$ cat src/rtl/enc_tick_gen.sv
`default_nettype none
// ============================================================================
// Module      : enc_tick_gen
// Description : Encoder emulator. A phase accumulator turns a commanded RPM
//               into an encoder tick train, plus a once-per-revolution pulse.
//               Define ENC_QUAD_EN for a second quadrature channel (ticks_b)
//               with a direction input (cmd_dir).
// Revision    : 1.0 - initial release
// ============================================================================
module enc_tick_gen #(
  parameter int CLK_HZ  = 50000000,
  parameter int PPR     = 20,
  parameter int MAX_RPM = 2047,
  parameter int ACC_W   = 32
) (
  input  logic        clk,
  input  logic        rst,
  input  logic        cmd_valid,
  input  logic [10:0] cmd_rpm,
`ifdef ENC_QUAD_EN
  input  logic        cmd_dir,
  output logic        ticks_b,
`endif
  output logic        cmd_ready,
  output logic        ticks,
  output logic        running,
  output logic        rev_pulse
);

`ifdef ENC_QUAD_EN
  localparam longint THRESH_L = (longint'(CLK_HZ) * 60) / (4 * PPR);
`else
  localparam longint THRESH_L = (longint'(CLK_HZ) * 60) / (2 * PPR);
`endif
  localparam logic [ACC_W-1:0] THRESH = ACC_W'(THRESH_L);

  localparam int          MAX_EFF   = (MAX_RPM > 2047) ? 2047 : MAX_RPM;
  localparam logic [10:0] MAX_RPM_C = 11'(MAX_EFF);

  localparam int                CNT_W    = (PPR > 1) ? $clog2(PPR) : 1;
  localparam logic [CNT_W-1:0]  CNT_LAST = CNT_W'(PPR - 1);

  localparam logic [1:0] ST_IDLE = 2'd0;
  localparam logic [1:0] ST_RUN  = 2'd1;
  localparam logic [1:0] ST_STOP = 2'd2;

  logic [1:0]       state_q, state_d;
  logic [ACC_W-1:0] acc_q, acc_d;
  logic [10:0]      rpm_q, rpm_d;
  logic             ticks_q, ticks_d;
  logic             cmd_ready_q, cmd_ready_d;
  logic             running_q, running_d;
  logic             rev_q, rev_d;
  logic [CNT_W-1:0] cnt_q, cnt_d;

  logic             w_accept;
  logic [10:0]      w_rpm_clamped;
  logic             w_active;
  logic [ACC_W-1:0] w_sum;
  logic             w_cross;
  logic             w_next_a;
  logic             w_wrap;
  logic             w_park;

  assign w_accept      = cmd_valid && cmd_ready_q;
  assign w_rpm_clamped = (cmd_rpm > MAX_RPM_C) ? MAX_RPM_C : cmd_rpm;
  assign w_active      = (state_q != ST_IDLE);
  assign w_sum         = acc_q + ACC_W'(rpm_q);
  assign w_cross       = w_active && (w_sum >= THRESH);

`ifdef ENC_QUAD_EN
  logic dir_q, dir_d;
  logic ticks_b_q, ticks_b_d;
  logic w_tog_a;
  logic w_next_b;

  // Gray step: forward moves A when the channels agree, reverse moves B.
  assign w_tog_a  = w_cross && ((ticks_q == ticks_b_q) == dir_q);
  assign w_next_a = ticks_q ^ w_tog_a;
  assign w_next_b = ticks_b_q ^ (w_cross && !w_tog_a);
  assign w_wrap   = w_cross && !w_next_a && !w_next_b;
  assign w_park   = w_wrap;
`else
  assign w_next_a = ticks_q ^ w_cross;
  assign w_wrap   = w_cross && !ticks_q;
  assign w_park   = w_cross && ticks_q;
`endif

  always_comb begin
    state_d = state_q;
    acc_d   = acc_q;
    rpm_d   = rpm_q;
    ticks_d = w_next_a;
    cnt_d   = cnt_q;
    rev_d   = 1'b0;
`ifdef ENC_QUAD_EN
    dir_d     = dir_q;
    ticks_b_d = w_next_b;
`endif

    if (w_cross) begin
      acc_d = w_sum - THRESH;
    end else if (w_active) begin
      acc_d = w_sum;
    end

    if (w_wrap) begin
      if (cnt_q == CNT_LAST) begin
        cnt_d = '0;
        rev_d = 1'b1;
      end else begin
        cnt_d = cnt_q + CNT_W'(1);
      end
    end

    case (state_q)
      ST_IDLE: begin
        if (w_accept && (w_rpm_clamped != 11'd0)) begin
          state_d = ST_RUN;
          rpm_d   = w_rpm_clamped;
`ifdef ENC_QUAD_EN
          dir_d   = cmd_dir;
`endif
        end
      end
      ST_RUN: begin
        // Rate changes keep the accumulator so the phase stays continuous.
        if (w_accept) begin
          if (w_rpm_clamped != 11'd0) begin
            rpm_d = w_rpm_clamped;
`ifdef ENC_QUAD_EN
            dir_d = cmd_dir;
`endif
          end else begin
            state_d = ST_STOP;
          end
        end
      end
      ST_STOP: begin
        if (w_park) begin
          state_d = ST_IDLE;
          acc_d   = '0;
          rpm_d   = 11'd0;
          cnt_d   = '0;
        end
      end
      default: begin
        state_d = ST_IDLE;
        acc_d   = '0;
        rpm_d   = 11'd0;
        cnt_d   = '0;
        ticks_d = 1'b0;
`ifdef ENC_QUAD_EN
        ticks_b_d = 1'b0;
`endif
      end
    endcase

    cmd_ready_d = (state_d != ST_STOP);
    running_d   = (state_d != ST_IDLE);
  end

  always_ff @(posedge clk) begin
    if (rst) begin
      state_q     <= ST_IDLE;
      acc_q       <= '0;
      rpm_q       <= 11'd0;
      ticks_q     <= 1'b0;
      cmd_ready_q <= 1'b1;
      running_q   <= 1'b0;
      rev_q       <= 1'b0;
      cnt_q       <= '0;
    end else begin
      state_q     <= state_d;
      acc_q       <= acc_d;
      rpm_q       <= rpm_d;
      ticks_q     <= ticks_d;
      cmd_ready_q <= cmd_ready_d;
      running_q   <= running_d;
      rev_q       <= rev_d;
      cnt_q       <= cnt_d;
    end
  end

`ifdef ENC_QUAD_EN
  always_ff @(posedge clk) begin
    if (rst) begin
      dir_q     <= 1'b1;
      ticks_b_q <= 1'b0;
    end else begin
      dir_q     <= dir_d;
      ticks_b_q <= ticks_b_d;
    end
  end

  assign ticks_b = ticks_b_q;
`endif

  assign cmd_ready = cmd_ready_q;
  assign ticks     = ticks_q;
  assign running   = running_q;
  assign rev_pulse = rev_q;

endmodule
`default_nettype wire

$ cat config.mk
export PLATFORM = sky130hd
export DESIGN_NAME = enc_tick_gen
export DESIGN_NICKNAME = d
export VERILOG_FILES = /design/src/rtl/enc_tick_gen.sv
export SDC_FILE = /design/constraint.sdc
export NUM_CORES = 1
export LEC_CHECK = 0
export BUFFER_PORTS_ARGS = -buffer_cell sky130_fd_sc_hd__buf_2
export CAP_MARGIN = 0
export CORE_ASPECT_RATIO = 0.8
export CORE_MARGIN = 5
export CORE_UTILIZATION = 42
export DETAILED_ROUTE_END_ITERATION = 7
export PLACE_DENSITY = 0.58
export SLEW_MARGIN = 20
export SYNTH_ARGS = -nofsm -noshare
export SYNTH_HDL_FRONTEND = slang
export SYNTH_SLANG_ARGS = --single-unit
$ cat constraint.sdc
create_clock -name clk -period 6 [get_ports clk]
set_clock_uncertainty 0.1 [all_clocks]
set_input_delay 0.3 -clock clk [delete_from_list [all_inputs] [get_ports clk]]
set_output_delay 0.3 -clock clk [all_outputs]
set_load 0.02 [all_outputs]
# Yosys cells after proc, flatten, opt, wreduce, memory -nomap -nowiden
# Index checks and enable logic that the tools add are counted.
# W data, S select, Z words.
# totals
regBits	54
memories	0
mem_bits_ro	0
out_inout_bits	4
ramBits	0
latch_bits	0
word_cells	59
inputBits	14
# op_classes
n_reduce_logical	15
magnitude_cmp	2
n_bitwise	3
mul	0
mux	20
n_eq_ne	8
div	0
n_shift	0
add_sub_neg	3
# op_table
op	n
$mux W32	3
$pmux W32 S2	1
$mux W11	5
$pmux W11 S3	1
$add A32 B11 Y32	1
$ge A32 B27 Y1 const B	1
$sub A32 B27 Y32 const B	1
$mux W5	3
$gt A11 B11 Y1 const B	1
$reduce_bool A11 Y1	1
$ne A2 B2 Y1 const B	5
$pmux W5 S2	1
$mux W2	4
$pmux W2 S3	1
$reduce_or A2 Y1	3
$add A5 B1 Y5 const B	1
$eq A5 B5 Y1 const B	1
$logic_and A1 B1 Y1	5
$reduce_and A4 Y1	1
$reduce_bool A2 Y1	2
$reduce_or A3 Y1	1
$eq A2 B1 Y1 const B	1
$eq A2 B2 Y1 const B	1
$logic_not A2 Y1	1
other kinds (4)	5

# Logic depth before layout (Yosys ltp)
# Gate-level depths: netlist of run 1.
# logic_depth
ltp_word	7
ltp_mapped	23
ltp_nobuf	21

# Worst setup path after synthesis of run 1
# OpenSTA, ideal clock, no wires.
# synth_timing
kind	register to register
start	register acc_q[0]
end	register acc_q[27]
setup_time_ns	0.070
period_less_slack_ns	4.818
path_slack_ns	1.182
n_path_buf	3
required_time_ns	5.830
stages_incl_launch_ff	21
t_arrival_ns	4.648
path_cell_list	dfxtp_1 > ha_1 > inv_1 > fa_1 > nand2b_1 > a21oi_2 > nor4_4 > nor4_1 > xnor2_1 > o2111ai_1 > nor3b_4 > o21a_4 > buf_2 > nor2_1 > ha_1 > o21ai_0 > nor2b_1 > clkbuf_1 > clkbuf_1 > o21ai_0 > a21oi_1
# synth_via
elab_chain_cells	6
word_cells_on_any_way	9
classes_between	2 x add/sub; 1 x order compare; 4 x mux; 2 x reduce/logical
# synth_lines
element	line_no	source
start: declaration	48	logic [ACC_W-1:0] acc_q, acc_d;
start signal: assignment	166	acc_q <= '0;
start signal: assignment	175	acc_q <= acc_d;
$add A32 B11 Y32 *	68	assign w_sum = acc_q + ACC_W'(rpm_q);
$ge A32 B27 Y1	69	assign w_cross = w_active && (w_sum >= THRESH);
$logic_and A1 B1 Y1	69	
$mux W32 / $logic_and A1 B1 Y1 (equally long branches)	101, 86	
$mux W32	140	if (w_park) begin
$pmux W32 S2 *	116	case (state_q)
# Every way passes the cells marked *; elsewhere a longest branch is shown, timed or not.
# A chain may end at the register's enable or synchronous reset.

# Worst setup path after layout of run 1
# layout_timing
start	register acc_q[0]
end	register acc_q[28]
# Same word-level chain as after synthesis.

==> flow_summary_export.csv, run 1 <==
group,metric,value,unit
worst_setup_path,worstSetupEndpointType,"register",
route,via_per_inst,5.96,
synthesis,ys_warn_count,0,
worst_setup_path,worst_ep_required_time,6050,ps
timing,tns,0,ps
flow_run,max-cap-violations,0,
finish,syn2layout_area_growth,7.69,%
finish,drive_above_1_share,11.3,%
grt,grt_usage,18.1,%
clock_tree,postCtsHoldBufs,0,
worst_hold_path,holdCritPathClass,"in -> reg",
clock_tree,cts_sinks,54,
route,via_count,3880,
clock_tree,clk_latency,300,ps
timing,timing.final.crit_share,86.6,%
timing,min_period,5200,ps
synthesis,synth_most_common_cell,"nand2_1",
worst_setup_path,cp_top_family,"simple AND/OR/NAND/NOR gates",
finish,diodes,0,
clock_tree,post_cts_resized,0,
synthesis,syn_inst,529,
worst_setup_path,path_class,"reg -> reg",
worst_setup_path,max_stage_delay,480,ps
floorplanning,io_pins,18,
clock_tree,cts-htree-levels,2,
route,ant_nets,0,
timing,worst_slack,804,ps
finish,nets,561,
worst_setup_path,crit_cells,20,
worst_setup_path,r2r-end,"acc_q[28]$_SDFF_PP0_",
finish,final_cells,651,
grt,grt_max_degree,32,
synthesis,yosysTopAreaCellShare,26.6,%
worst_setup_path,path_buf_inv,3,
timing,whs,144,ps
synthesis,ys.flop_type,"dfxtp_1",
clock_tree,path_clk_slew,80,ps
grt,antenna_found_initial,0,
finish,final_core_util,45.8,%
timing,hold_viol,0,
worst_setup_path,worst-endpoint-arrival,5250,ps
worst_setup_path,r2r_slack,800,ps
floorplanning,initial_core_util,42.5,%
clock_tree,clockBufferDepth,2,
grt,grt_pass1_wl,17800,um
floorplanning,die_height,98.0,um
synthesis,synth_common_cells,"nand2_1, dfxtp_1, a21oi_1",
floorplanning,core_area,9570,um2
outcome,outcome,"completed",
worst_setup_path,r2r_cells,20,
timing,relSlewSlack,25.8,%
synthesis,synth-edff-count,0,
route,wl,10400,um
finish,fill_cells,956,
placement,dpl.cell_count,643,
timing,clock.fmax,0.192,GHz
clock_tree,cts-root-buf,"clkbuf_16",
route,route.detailed.drc,0,
worst_setup_path,path_max_fanout,25,
power,p_leak,1.65,nW
clock_tree,cts_tree,"yes",
synthesis,syn_nets,559,
worst_setup_path,crit_chain,"ha_1 -> inv_1 -> fa_1 -> nand2b_1 -> a21oi_2 -> nor4_4 -> nor2_1 -> nand3_1 -> xnor2_1 -> o21ai_2 -> o21a_4 -> nor2_1 -> ha_1 -> o21ai_0 -> buf_4 -> nor2b_2 -> buf_4 -> and3_1 -> mux2i_1 -> o31ai_1",
worst_setup_path,reg2reg_from,"acc_q[0]$_SDFF_PP0_",
floorplanning,fp-row-count,32,
placement,io_buffer_count,17,
power,vdd_drop_max,0.144,mV
timing,tightest_slew,1100,ps
route,drt_iter0_markers,274,
route,dr.pass1.iters,4,
power,power_density,320,nW/um2
synthesis,netlist_top_cells_area,"dfxtp_1, a21oi_1, nand2_1",
placement,dp_hpwl,7600,um
placement,dp_slack,863,ps
synthesis,syn_area_per_cell,7.69,um2
floorplanning,fp.dieW,120,um
synthesis,yosys.area.top_type,"dfxtp_1",
synthesis,ys_seq_elements,54,
grt,grt_pass1_vias,3634,
synthesis,netlist-cell-type-count,68,
worst_setup_path,crit_start,"acc_q[0]$_SDFF_PP0_",
timing,rsz0062_at_grt,"false",
clock_tree,cts_made_buffers,5,
synthesis,syn-cell-area,4070,um2
synthesis,synth-async-reset-ratio,0,%
route,wl_per_cell,16.0,um
worst_setup_path,critPathCapture,"acc_q[28]$_SDFF_PP0_",
floorplanning,die_area,11800,um2
clock_tree,post_cts_buffers,0,
placement,gp_congestion,0.899,
timing,slew_viol_final,0,
grt,gr-total-overflow,0,
worst_setup_path,crit_slowest_cell,"nor2_1",
worst_setup_path,cp-start-kind,"register",
timing,setup_violations,0,
synthesis,synth-seq-area-share,26.6,%
-- stage by stage --
stage / area (um2) / power, mW
2_1_floorplan: 4070 / 0.979
3_3_place_gp: 4230 / 1.08
3_5_place_dp: 4230 / 1.09
4_1_cts: 4380 / 1.40
5_1_grt: 4380 / 1.50
6_report: 4380 / 1.40
-- tightest hold or removal path, cell delays in order --
cell and delay, ps:
buf_2 100, nand2_1 50, a21oi_1 50
-- report_power, final --
group          switching [mW]  total (mW)  internal (mW)
clock                   0.147       0.307          0.160
sequential             0.0656       0.476          0.411
combinational           0.379       0.616          0.237
total                   0.592        1.40          0.808
-- cells in the final DEF, fill, tap and decap left out, types with 6 or more instances in the layout --
master	Yosys	final
nor3_1	19	19
and2_1	6	6
and3_1	13	13
mux2i_1	10	10
nand2b_1	17	17
xnor2_1	15	15
a211oi_1	12	12
a21oi_1	51	51
o21ai_0	17	17
nor2_1	35	34
inv_1	12	12
nand2_1	60	60
o31ai_1	8	8
o21ai_1	11	11
nand3_1	28	28
ha_1	15	15
or3_1	7	7
dfxtp_1	54	54
xor2_1	14	14
buf_2	4	17
nor4_1	9	9
o211ai_1	6	6
-- how the worst min path moves through the flow --
stage	slack, ps	startpoint	endpoint	cells after the start
2_1_floorplan	340	cmd_rpm[0]	rpm_q[0]$_SDFFE_PP0P_	2
3_3_place_gp	340	acc_q[0]$_SDFF_PP0_	acc_q[0]$_SDFF_PP0_	2
3_5_place_dp	350	acc_q[6]$_SDFF_PP0_	acc_q[6]$_SDFF_PP0_	2
4_1_cts	140	cmd_rpm[1]	rpm_q[1]$_SDFFE_PP0P_	3
5_1_grt	140	cmd_rpm[3]	rpm_q[3]$_SDFFE_PP0P_	3
6_report	140	cmd_rpm[3]	rpm_q[3]$_SDFFE_PP0P_	3
-- cell type report --
cell class / count / area, um2 / share of cell area [%]
Clock buffer: 5 / 125 / 2.86
Tap cell: 119 / 149 / 3.40
Inverter: 13 / 48.8 / 1.11
Multi-Input combinational cell: 436 / 2830 / 64.7
Timing Repair Buffer: 21 / 115 / 2.63
Sequential cell: 54 / 1080 / 24.7
Clock inverter: 3 / 28.8 / 0.657
-- flip-flops by register name, summed over array words and instances, names as in the netlist --
signal / count
acc_q: 32
rpm_q: 11
cnt_q: 5
state_q: 2
cmd_ready: 1
rev_pulse: 1
running: 1
ticks: 1
-- cell families (layout without fill, tap and decap cells) --
kind of cell	count (synthesis)	count (layout)	synth area share, %
xor gates and xnor gates	29	29	6.24
buffers and inverters	39	42	3.91
DFF	54	54	26.6
muxes	11	11	2.74
and+or+nand+nor	225	225	29.3
AOI/OAI and AO/OA	155	155	26.2
adders and majority gates	16	16	5.10
-- routing by layer --
| metal | vias up | track usage [%] | wire (um) |
|---|---|---|---|
| li1 | 1967 | - | - |
| met1 | 1812 | 28.1 | 5580 |
| met2 | 95 | 26.0 | 4290 |
| met3 | 6 | 2.95 | 496 |
| met4 | 0 | 3.79 | 79 |
| met5 | - | 0 | 0 |
No activity file was read; power rests on OpenSTA's default activity.
==> inputs of run 2 (changes only) <==
- REMOVE_ABC_BUFFERS: default -> 1
- SLEW_MARGIN: 20 -> default
- clock period: 6 -> 5 ns (I/O delays scaled with it)
==> flow_summary_export.csv, run 2 (synthesized netlist as in run 1, its figures left out) <==
group,metric,value,unit
placement,io_buffer_count,17,
route,dr.pass1.iters,7,
clock_tree,cts-root-buf,"clkbuf_16",
outcome,outcome,"completed",
grt,use_met1,28.2,%
worst_hold_path,min_from,"cmd_rpm[4]",
worst_setup_path,r2r_slack,310,ps
clock_tree,cts_sinks,54,
worst_setup_path,cp-start-kind,"register",
finish,largest_register_ffs,32,
worst_setup_path,r2r-end,"acc_q[28]$_SDFF_PP0_",
timing,tightest_slew,912,ps
worst_setup_path,crit_start,"rpm_q[0]$_SDFFE_PP0P_",
timing,slew_viol_final,0,
timing,min_period,4690,ps
placement,dpl.cell_count,648,
placement,dp_hpwl,7680,um
finish,syn2layout_area_growth,9.90,%
finish,final_cells,657,
finish,drive_above_1_share,12.6,%
floorplanning,io_pins,18,
worst_setup_path,crit_slowest_cell,"fa_1",
worst_setup_path,worst-endpoint-arrival,4760,ps
power,power_density,388,nW/um2
worst_setup_path,worstSetupEndpointType,"register",
route,via_count,3969,
worst_setup_path,path_max_fanout,25,
grt,gr-total-overflow,0,
worst_hold_path,holdPathEnd,"rpm_q[4]$_SDFFE_PP0P_",
route,ant_nets,0,
floorplanning,fp-row-count,32,
placement,gp_congestion,0.866,
finish,layout_common_cells,"nand2_1, dfxtp_1, a21oi_1",
finish,reg_top3,"acc_q: 32 flops, rpm_q: 11 flops, cnt_q: 5 flops",
grt,use_met3,3.18,%
worst_setup_path,crit_chain,"ha_1 -> inv_1 -> fa_1 -> nand2b_1 -> a21oi_4 -> or3_1 -> and2_1 -> ha_1 -> inv_1 -> a311oi_4 -> o211ai_2 -> nor3b_4 -> o21a_4 -> nor2_1 -> ha_1 -> o21ai_0 -> buf_4 -> nor2b_2 -> buf_4 -> and3_1 -> mux2i_1 -> o31ai_1",
worst_setup_path,reg2reg_from,"rpm_q[0]$_SDFFE_PP0P_",
grt,grt_pass1_vias,3758,
floorplanning,die_height,98.0,um
worst_setup_path,path_common_cell,"ha_1",
grt,grt_max_degree,32,
worst_hold_path,holdCritPathClass,"in -> reg",
grt,grt_pass1_wl,18400,um
clock_tree,clockBufferDepth,2,
worst_setup_path,max_stage_delay,370,ps
timing,clock.fmax,0.213,GHz
clock_tree,cts_tree,"yes",
grt,antenna_found_initial,0,
grt,grt_usage,18.9,%
route,wl_per_cell,16.5,um
floorplanning,core_area,9570,um2
timing,whs,99.3,ps
finish,final_common_cell,"nand2_1",
worst_setup_path,r2r_cells,22,
clock_tree,clk_latency,300,ps
timing,hold_viol,0,
route,route.detailed.drc,0,
finish,diodes,0,
worst_setup_path,path_class,"reg -> reg",
clock_tree,cts_made_buffers,5,
clock_tree,cts-htree-levels,2,
clock_tree,path_clk_slew,80,ps
timing,relSlewSlack,38.7,%
worst_setup_path,worst_ep_required_time,5070,ps
power,p_leak,1.68,nW
grt,met2_usage,28.0,%
timing,timing.final.crit_share,93.8,%
finish,final_core_util,46.7,%
worst_hold_path,whs_path_depth,3,
finish,top_register,"acc_q",
finish,nets,567,
floorplanning,initial_core_util,42.5,%
route,drt_iter0_markers,283,
grt,busiest_layer,"met1",
flow_run,max-cap-violations,0,
route,wl,10800,um
route,via_per_inst,6.04,
timing,setup_violations,0,
floorplanning,die_area,11800,um2
power,vdd_drop_max,0.184,mV
timing,rsz0062_at_grt,"false",
floorplanning,fp.dieW,120,um
-- run 2: worst max-delay path, delay by kind of cell, from the launching register on --
family,cells,cell delay [ps]
and+or+nand+nor,7,1300
DFF,1,350
buffers and inverters,4,590
adders and majority gates,4,970
AOI/OAI and AO/OA,6,1120
muxes,1,120
-- run 2: report_power, final --
group          leakage [nW]  switching, mW  internal (mW)  total, mW
Clock                0.0794          0.178          0.205      0.384
Sequential            0.442         0.0786          0.493      0.572
Combinational          1.16          0.475          0.306      0.781
-- run 2: how the worst max path moves through the flow --
stage	endpoint	slack [ps]	cells after the start
6_report	acc_q[28]$_SDFF_PP0_	310	22
5_1_grt	acc_q[28]$_SDFF_PP0_	40	22
4_1_cts	acc_q[28]$_SDFF_PP0_	170	20
3_5_place_dp	acc_q[28]$_SDFF_PP0_	210	20
3_3_place_gp	acc_q[28]$_SDFF_PP0_	360	20
2_1_floorplan	acc_q[28]$_SDFF_PP0_	-440	18
-- run 2: timing repair --
action | CTS | global route
setup buffers | 0 | 1
hold buffers | 0 | 0
endpoints found under the setup margin | 0 | 21
hold endpoints to repair | 0 | 0
resized for setup | 0 | 4
-- run 2: layout make-up --
type                       count  area [um2]
inverter                      13        48.8
sequential                    54        1080
clock buffer                   6         139
fill                         953        5100
clock inverter                 2        20.0
multi-input combinational    436        2860
tap                          119         149
timing repair buffer          27         173
-- run 2: stage by stage --
| step | TNS [ps] | instance area [um2] | power [mW] | setup slack (ps) |
|---|---|---|---|---|
| after floorplan | -6130 | 3960 | 1.13 | -435 |
| after global placement | 0 | 4270 | 1.33 | 356 |
| after detailed placement | 0 | 4270 | 1.34 | 208 |
| after CTS | 0 | 4420 | 1.73 | 170 |
| after global routing | 0 | 4470 | 1.86 | 35.7 |
| final | 0 | 4470 | 1.74 | 312 |
-- run 2: layer usage --
metal  up-vias  share of wire (%)  wire, um
li1       1966                  -         -
met1      1886                 51      5570
met2       103                 43      4630
met3        14                4.7       513
met4         0                1.1       124
met5         -                  0         0
